--- src/rtl/mult_hilo_ctrl.sv ---
// mult_hilo_ctrl: sequencer for a MIPS-style MULT/MULTU that drives an
// external 2-stage registered unsigned 32x32 multiplier. It also owns the
// HI/LO architectural registers.
//
// Operands are converted to magnitudes before they are issued. The sign is
// reapplied to the 64-bit product when HI/LO are loaded.
//
// Ports
//   clk, rst_n        clock, asynchronous active-low reset
//   start, is_signed  multiply request; sampled only in IDLE
//   op_a, op_b        32-bit operands; sampled with start
//   mthi, mtlo, wdata direct HI/LO writes; ignored while busy
//   mul_a, mul_b      registered operand magnitudes to the multiplier
//   mul_r             multiplier product; valid 2 edges after mul_a/mul_b
//   busy              a multiply is in flight (ISSUE/WAIT/CAPTURE)
//   done              one-cycle pulse after HI/LO took the product
//   hi, lo            HI/LO registers
module mult_hilo_ctrl (
  input  logic        clk,
  input  logic        rst_n,
  input  logic        start,
  input  logic        is_signed,
  input  logic [31:0] op_a,
  input  logic [31:0] op_b,
  input  logic        mthi,
  input  logic        mtlo,
  input  logic [31:0] wdata,
  output logic [31:0] mul_a,
  output logic [31:0] mul_b,
  input  logic [63:0] mul_r,
  output logic        busy,
  output logic        done,
  output logic [31:0] hi,
  output logic [31:0] lo
);

  localparam logic [1:0] IDLE    = 2'd0;
  localparam logic [1:0] ISSUE   = 2'd1;
  localparam logic [1:0] WAIT    = 2'd2;
  localparam logic [1:0] CAPTURE = 2'd3;

  logic [1:0]  state;
  logic        neg;
  logic [31:0] mag_a, mag_b;
  logic [63:0] prod;

  // Two's-complement negation of 0x80000000 gives 0x80000000 back. Read as
  // unsigned, that is the correct magnitude 2^31, so no special case is needed.
  assign mag_a = (is_signed && op_a[31]) ? (32'd0 - op_a) : op_a;
  assign mag_b = (is_signed && op_b[31]) ? (32'd0 - op_b) : op_b;
  assign prod  = neg ? (64'd0 - mul_r) : mul_r;
  assign busy  = (state != IDLE);

  always_ff @(posedge clk or negedge rst_n) begin
    if (!rst_n) begin
      state <= IDLE;
      neg   <= 1'b0;
      mul_a <= '0;
      mul_b <= '0;
      hi    <= '0;
      lo    <= '0;
      done  <= 1'b0;
    end else begin
      done <= (state == CAPTURE);
      // Direct writes apply in IDLE only. A multiply started on the same edge
      // overwrites them later, at CAPTURE.
      if (!busy) begin
        if (mthi) hi <= wdata;
        if (mtlo) lo <= wdata;
      end
      case (state)
        IDLE: if (start) begin
          mul_a <= mag_a;
          mul_b <= mag_b;
          neg   <= is_signed & (op_a[31] ^ op_b[31]);
          state <= ISSUE;
        end
        ISSUE:   state <= WAIT;
        WAIT:    state <= CAPTURE;
        CAPTURE: begin
          {hi, lo} <= prod;
          state    <= IDLE;
        end
        default: state <= IDLE;
      endcase
    end
  end

endmodule
--- config.mk ---
export PLATFORM = sky130hd
export DESIGN_NAME = mult_hilo_ctrl
export DESIGN_NICKNAME = d
export VERILOG_FILES = /design/src/rtl/mult_hilo_ctrl.sv
export SDC_FILE = /design/constraint.sdc
export NUM_CORES = 1
export LEC_CHECK = 0
export CAP_MARGIN = 40
export CORE_ASPECT_RATIO = 0.5
export CORE_MARGIN = 2
export CORE_UTILIZATION = 41
export CTS_CLUSTER_DIAMETER = 120
export DETAILED_ROUTE_END_ITERATION = 8
export PLACE_DENSITY = 0.77
export SETUP_SLACK_MARGIN = 0.5
export SYNTH_ARGS = -nofsm -noshare
export SYNTH_HDL_FRONTEND = slang
export SYNTH_SLANG_ARGS = --single-unit
--- constraint.sdc ---
create_clock -name clk -period 1.8 [get_ports clk]
set_clock_uncertainty 0.1 [all_clocks]
set_input_delay 0.54 -clock clk [delete_from_list [all_inputs] [get_ports clk]]
set_output_delay 0.54 -clock clk [all_outputs]
set_load 0.01 [all_outputs]
==> run_results.csv, run 1 <==
group,metric,value,unit
timing,postGrtWorstEndpoint,"hi[24]$_DFFE_PN0P_/D",
yosys,mappedNetlistNets,1133,
clock_tree,cts_buffers,17,
yosys,seq_area_frac_synth,0.402,
placed_design,gp_congestion,0.941,
floorplan,rows,36,
floorplan,die_x,204,µm
yosys,synth_area,8220,µm²
placed_design,io_buffers,295,
yosys,ys.warnings.count,0,
clock_tree,cts_root_buf,"clkbuf_16",
floorplan,floorplan.initialDensity,0.421,
yosys,ys_ff_latch,132,
yosys,syn-instance-count,960,
grt,globalRouteOverflowTotal,4,
yosys,synth_edf_count,0,
status,status,"stopped before the end",
yosys,synth_cell_types,54,
floorplan,num_io_pins,296,
placed_design,hpwl,26200,µm
yosys,syn_area_per_cell,8.56,µm²
clock_tree,ctsLongestPathBuffers,2,
clock_tree,clock_sinks,132,
yosys,ys.flop_type,"dfrtp_1",
yosys,synthArstFlopShare,1.00,
status,stop_stage,"global routing (5_1_grt)",
grt,grt_max_degree,54,
grt,antenna_found_initial,21,
status,first-error,"[ERROR GRT-0232] Routing congestion too high. Check the congestion heatmap in the GUI.",
placed_design,dpl-instance-area,13900,µm²
clock_tree,ctsHtreeMaxLevel,4,
floorplan,dieHeight,104,µm
grt,gr-usage-all-layers,0.785,
timing,worst_endpoint_kind,"register input",
==> cell families after synthesis <==
group,after synthesis,share of synthesized area
AOI/OAI and AO/OA,282,0.207
xor gates and xnor gates,113,0.120
adders and majority gates,7,0.0107
DFF,132,0.402
and+or+nand+nor,337,0.205
muxes,17,0.0210
buffers and inverters,72,0.0338
==> what timing repair did <==
item | 4_1_cts
cloned | 16
buffers inserted | 103
pin swaps | 221
hold buffers | 1
endpoints found under the setup margin | 260
gates resized for setup | 1178
endpoints found under the hold margin | 33
==> synth_stat cells, types with 15 or more instances <==
library cell / n / share of area
a21oi_1: 63 / 0.038
clkbuf_1: 52 / 0.024
dfrtp_1: 132 / 0.40
inv_1: 15 / 0.0068
mux2i_1: 15 / 0.018
nand2_1: 117 / 0.053
nor2_1: 80 / 0.037
nor3_1: 25 / 0.015
o21ai_0: 117 / 0.071
o31ai_1: 25 / 0.023
or3_1: 20 / 0.015
xnor2_1: 45 / 0.048
xor2_1: 68 / 0.072
==> through the flow <==
stage / TNS (ns) / hold WS, ns / instances / setup WS [ns]
after CTS: -30.53 / 0.294 / 1869 / -0.890
after detailed placement: -120.59 / 0.367 / 1717 / -1.70
after global placement: -115.93 / 0.360 / 1717 / -1.67
after floorplan: -45.18 / 0.144 / 960 / -1.19
==> metal layers <==
metal | global-route usage | overflow
met2 | 0.903 | 3
met1 | 0.798 | 1
met5 | 0.507 | 0
met4 | 0.698 | 0
met3 | 0.700 | 0
==> run 2, diff against run 1 <==
==> config.mk (replaced) <==
export PLATFORM = sky130hd
export DESIGN_NAME = mult_hilo_ctrl
export DESIGN_NICKNAME = d
export VERILOG_FILES = /design/src/rtl/mult_hilo_ctrl.sv
export SDC_FILE = /design/constraint.sdc
export NUM_CORES = 1
export LEC_CHECK = 0
export CAP_MARGIN = 40
export CORE_MARGIN = 2
export CORE_UTILIZATION = 40
export DETAILED_ROUTE_END_ITERATION = 8
export PLACE_DENSITY_LB_ADDON = 0.15
export SYNTH_ARGS = -nofsm -noshare
export SYNTH_HDL_FRONTEND = slang
export SYNTH_SLANG_ARGS = --single-unit
==> constraint.sdc (replaced) <==
create_clock -name clk -period 2.34 [get_ports clk]
set_clock_uncertainty 0.1 [all_clocks]
set_input_delay 0.702 -clock clk [delete_from_list [all_inputs] [get_ports clk]]
set_output_delay 0.702 -clock clk [all_outputs]
set_load 0.01 [all_outputs]
==> run 2 against run 1 <==
  * The flow now finishes, with violations (negative setup slack)
  * Synthesized area unchanged
  * Synthesized cell count unchanged
==> run_results.csv, run 2 <==
group,metric,value,unit
clock_tree,ctsHtreeMaxLevel,4,
clock_tree,worstSkewPairLatency,0.42,ns
yosys,synth_compound_area_frac,0.207,
layout,final_common_cell,"clkdlybuf4s50_1",
layout,fin_area,15200,µm²
clock_tree,ctsLongestPathBuffers,2,
floorplan,die_x,147,µm
critical_path,path_common_cell,"or4_4",
yosys,synth_xor_area_frac,0.120,
critical_path,path_cells,"buf_8, or4_4, or4_4, or4b_4, o41a_1, xnor2_1, a21oi_1",
status,status,"finished, violations left",
yosys,synth_area_leader_cell,"dfrtp_1",
yosys,yosysMostFrequentCell,"dfrtp_1",
critical_path,critPathRequiredTime,2.55,ns
layout,multi_input_area,5740,µm²
critical_path,setup.worst_path.end_class,"register",
timing,drv_slew,0,
grt,gr-usage-all-layers,0.298,
critical_path,crit_buf_inv,1,
yosys,synth_top_family_by_area,"compound AO/OA/AOI/OAI gates",
routing,detail_route.vias_per_cell,5.42,
layout,seq_area,3300,µm²
yosys,synthTopCellsByCount,"dfrtp_1 (132), nand2_1 (117), o21ai_0 (117)",
timing,setup_tns,-12.77,ns
routing,dr.first_iter.drc_count,562,
pwr,p_leak,6.55,nW
timing,fin_ws,-0.507,ns
routing,drt_first_pass_iters,5,
pwr,p_per_area,1040,nW/µm²
clock_tree,path_clk_slew,0.07,ns
grt,grt_pass1_vias,9502,
routing,drc_errors,0,
grt,globalRouteOverflowTotal,0,
status,failed_checks,"negative setup slack",
yosys,mappedNetlistNets,1133,
routing,drtAntennaViolNets,0,
timing,worst_slew_pin_slew,0.561,ns
clock_tree,clock_sinks,132,
pwr,ir_worst_vdd,0.000786,V
floorplan,rows,52,
yosys,ys.flop_type,"dfrtp_1",
layout,syn2layout_area_growth,84.7,%
grt,grtUsageMet3,0.0901,
yosys,synth.top_cells.by_area,"dfrtp_1 (40%), xor2_1 (7.2%), o21ai_0 (7.1%), nand2_1 (5.3%), xnor2_1 (4.8%)",
timing,setup_violations,46,
yosys,ys_ff_latch,132,
layout,fillers,1378,
critical_path,cp_top_family,"simple AND/OR/NAND/NOR gates",
yosys,synth-simple-area-share,0.205,
run,drv_cap,0,
yosys,synth_area,8220,µm²
grt,antenna_found_initial,3,
critical_path,worst-setup-path-type,"in2reg",
clock_tree,cts_buffers,17,
timing,fin_crit,2.85,ns
clock_tree,cts_tree,"yes",
yosys,seq_area_frac_synth,0.402,
placed_design,hpwl,23500,µm
floorplan,num_io_pins,296,
floorplan,floorplan.initialDensity,0.406,
layout,drive_above_1_share,0.316,
timing,final.period_utilization,1.22,
placed_design,pre_cts_ws,-1.38,ns
layout,fin_util,0.750,
timing,whs,0.0761,ns
timing,rsz0062_at_grt,"true",
timing,maxSlewHeadroom,0.625,
critical_path,start_kind,"input pin",
critical_path,critPathSlowestCell,"or4b_4",
yosys,synthAdderAreaFrac,0.0107,
grt,grt_first_pass_wirelength,50800,µm
layout,layout_common_cells,"clkdlybuf4s50_1 (225), buf_4 (220), dfrtp_1 (131)",
layout,nNetsFinal,1649,
yosys,synth_edf_count,0,
critical_path,critPathMaxStageDelay,0.59,ns
grt,grt_max_degree,85,
critical_path,cp_max_fo,4,
grt,use_met2,0.497,
routing,wl_per_cell,19.3,µm
yosys,syn_area_per_cell,8.56,µm²
timing,fmaxAchievable,0.351,GHz
yosys,syn-instance-count,960,
clock_tree,cts_root_buf,"clkbuf_16",
routing,routed_wl,34000,µm
yosys,yosysTopAreaCellShare,0.402,
yosys,synthMuxAreaShare,0.0210,
placed_design,gp_congestion,0.866,
placed_design,io_buffers,295,
grt,gr-usage-met1,0.356,
critical_path,arrival,3.06,ns
placed_design,dpl-instance-area,13300,µm²
yosys,synth_cell_types,54,
floorplan,dieHeight,147,µm
routing,vias,9575,
floorplan,die_area,21700,µm²
timing,hold_violations,0,
yosys,ys.warnings.count,0,
grt,grt-busiest-layer,"met2",
worst_hold_path,worstHoldPathType,"in2async",
yosys,synthArstFlopShare,1.00,
floorplan,core_area,20200,µm²
-- run 2: cell counts after synthesis --
No cell type changed its count.
-- run 2: cell type report --
class | count | area share
well taps | 270 | 0.0222
flip-flops and latches | 132 | 0.218
clock buffers | 19 | 0.0298
multi-input cells | 756 | 0.378
clock inverters | 13 | 0.00964
repair buffers | 553 | 0.337
inverters | 16 | 0.00395
diodes | 6 | 0.000989
-- run 2: final timing paths --
kind,slack [ns],cells after the start,endpoint,from
setup / recovery,-0.51,7,hi[24]$_DFFE_PN0P_,mul_r[14]
hold / removal,0.08,1,lo[3]$_DFFE_PN0P_,rst_n
setup reg to reg,0.26,7,hi[31]$_DFFE_PN0P_,state[1]$_DFFE_PN0P_
hold reg to reg,0.38,2,mul_b[9]$_DFFE_PN0P_,mul_b[9]$_DFFE_PN0P_
max in group asynchronous,1.51,2,mul_b[23]$_DFFE_PN0P_,rst_n
min in group clk,0.38,2,mul_b[9]$_DFFE_PN0P_,mul_b[9]$_DFFE_PN0P_
-- run 2: logic make-up (layout without fill, tap and decap cells) --
| group | Yosys count | after routing |
|---|---|---|
| buf+inv | 72 | 601 |
| compound gates | 282 | 282 |
| mux | 17 | 17 |
| simple gates | 337 | 337 |
| flops | 132 | 132 |
| other cells | 0 | 6 |
| xor+xnor | 113 | 113 |
| fa+ha+maj | 7 | 7 |
-- run 2: repair_timing --
item	in CTS	in global routing
resized for setup	249	122
setup endpoints to repair	67	90
setup buffers	23	16
hold buffers	0	0
pin swaps	90	96
-- run 2: report_power, final --
group / total (W) / switching, W / internal [W] / leakage, nW
clock network: 0.00278 / 0.00113 / 0.00164 / 0.291
registers: 0.00410 / 0.000672 / 0.00342 / 1.63
logic: 0.00887 / 0.00448 / 0.00439 / 4.63
total: 0.0157 / 0.00628 / 0.00946 / 6.55
-- run 2: metal layers --
metal,wire (µm),up-vias
met5,0,-
met4,1340,0
met3,3180,89
met2,16800,448
met1,12700,4545
li1,-,4493
-- run 2: metrics by stage --
step	total power (W)	std cells
2_1_floorplan	0.00793	960
3_3_place_gp	0.0121	1691
3_5_place_dp	0.0123	1691
4_1_cts	0.0155	1745
5_1_grt	0.0167	1761
6_report	0.0157	1765
Note: power is estimated with default switching activity, not from simulation.
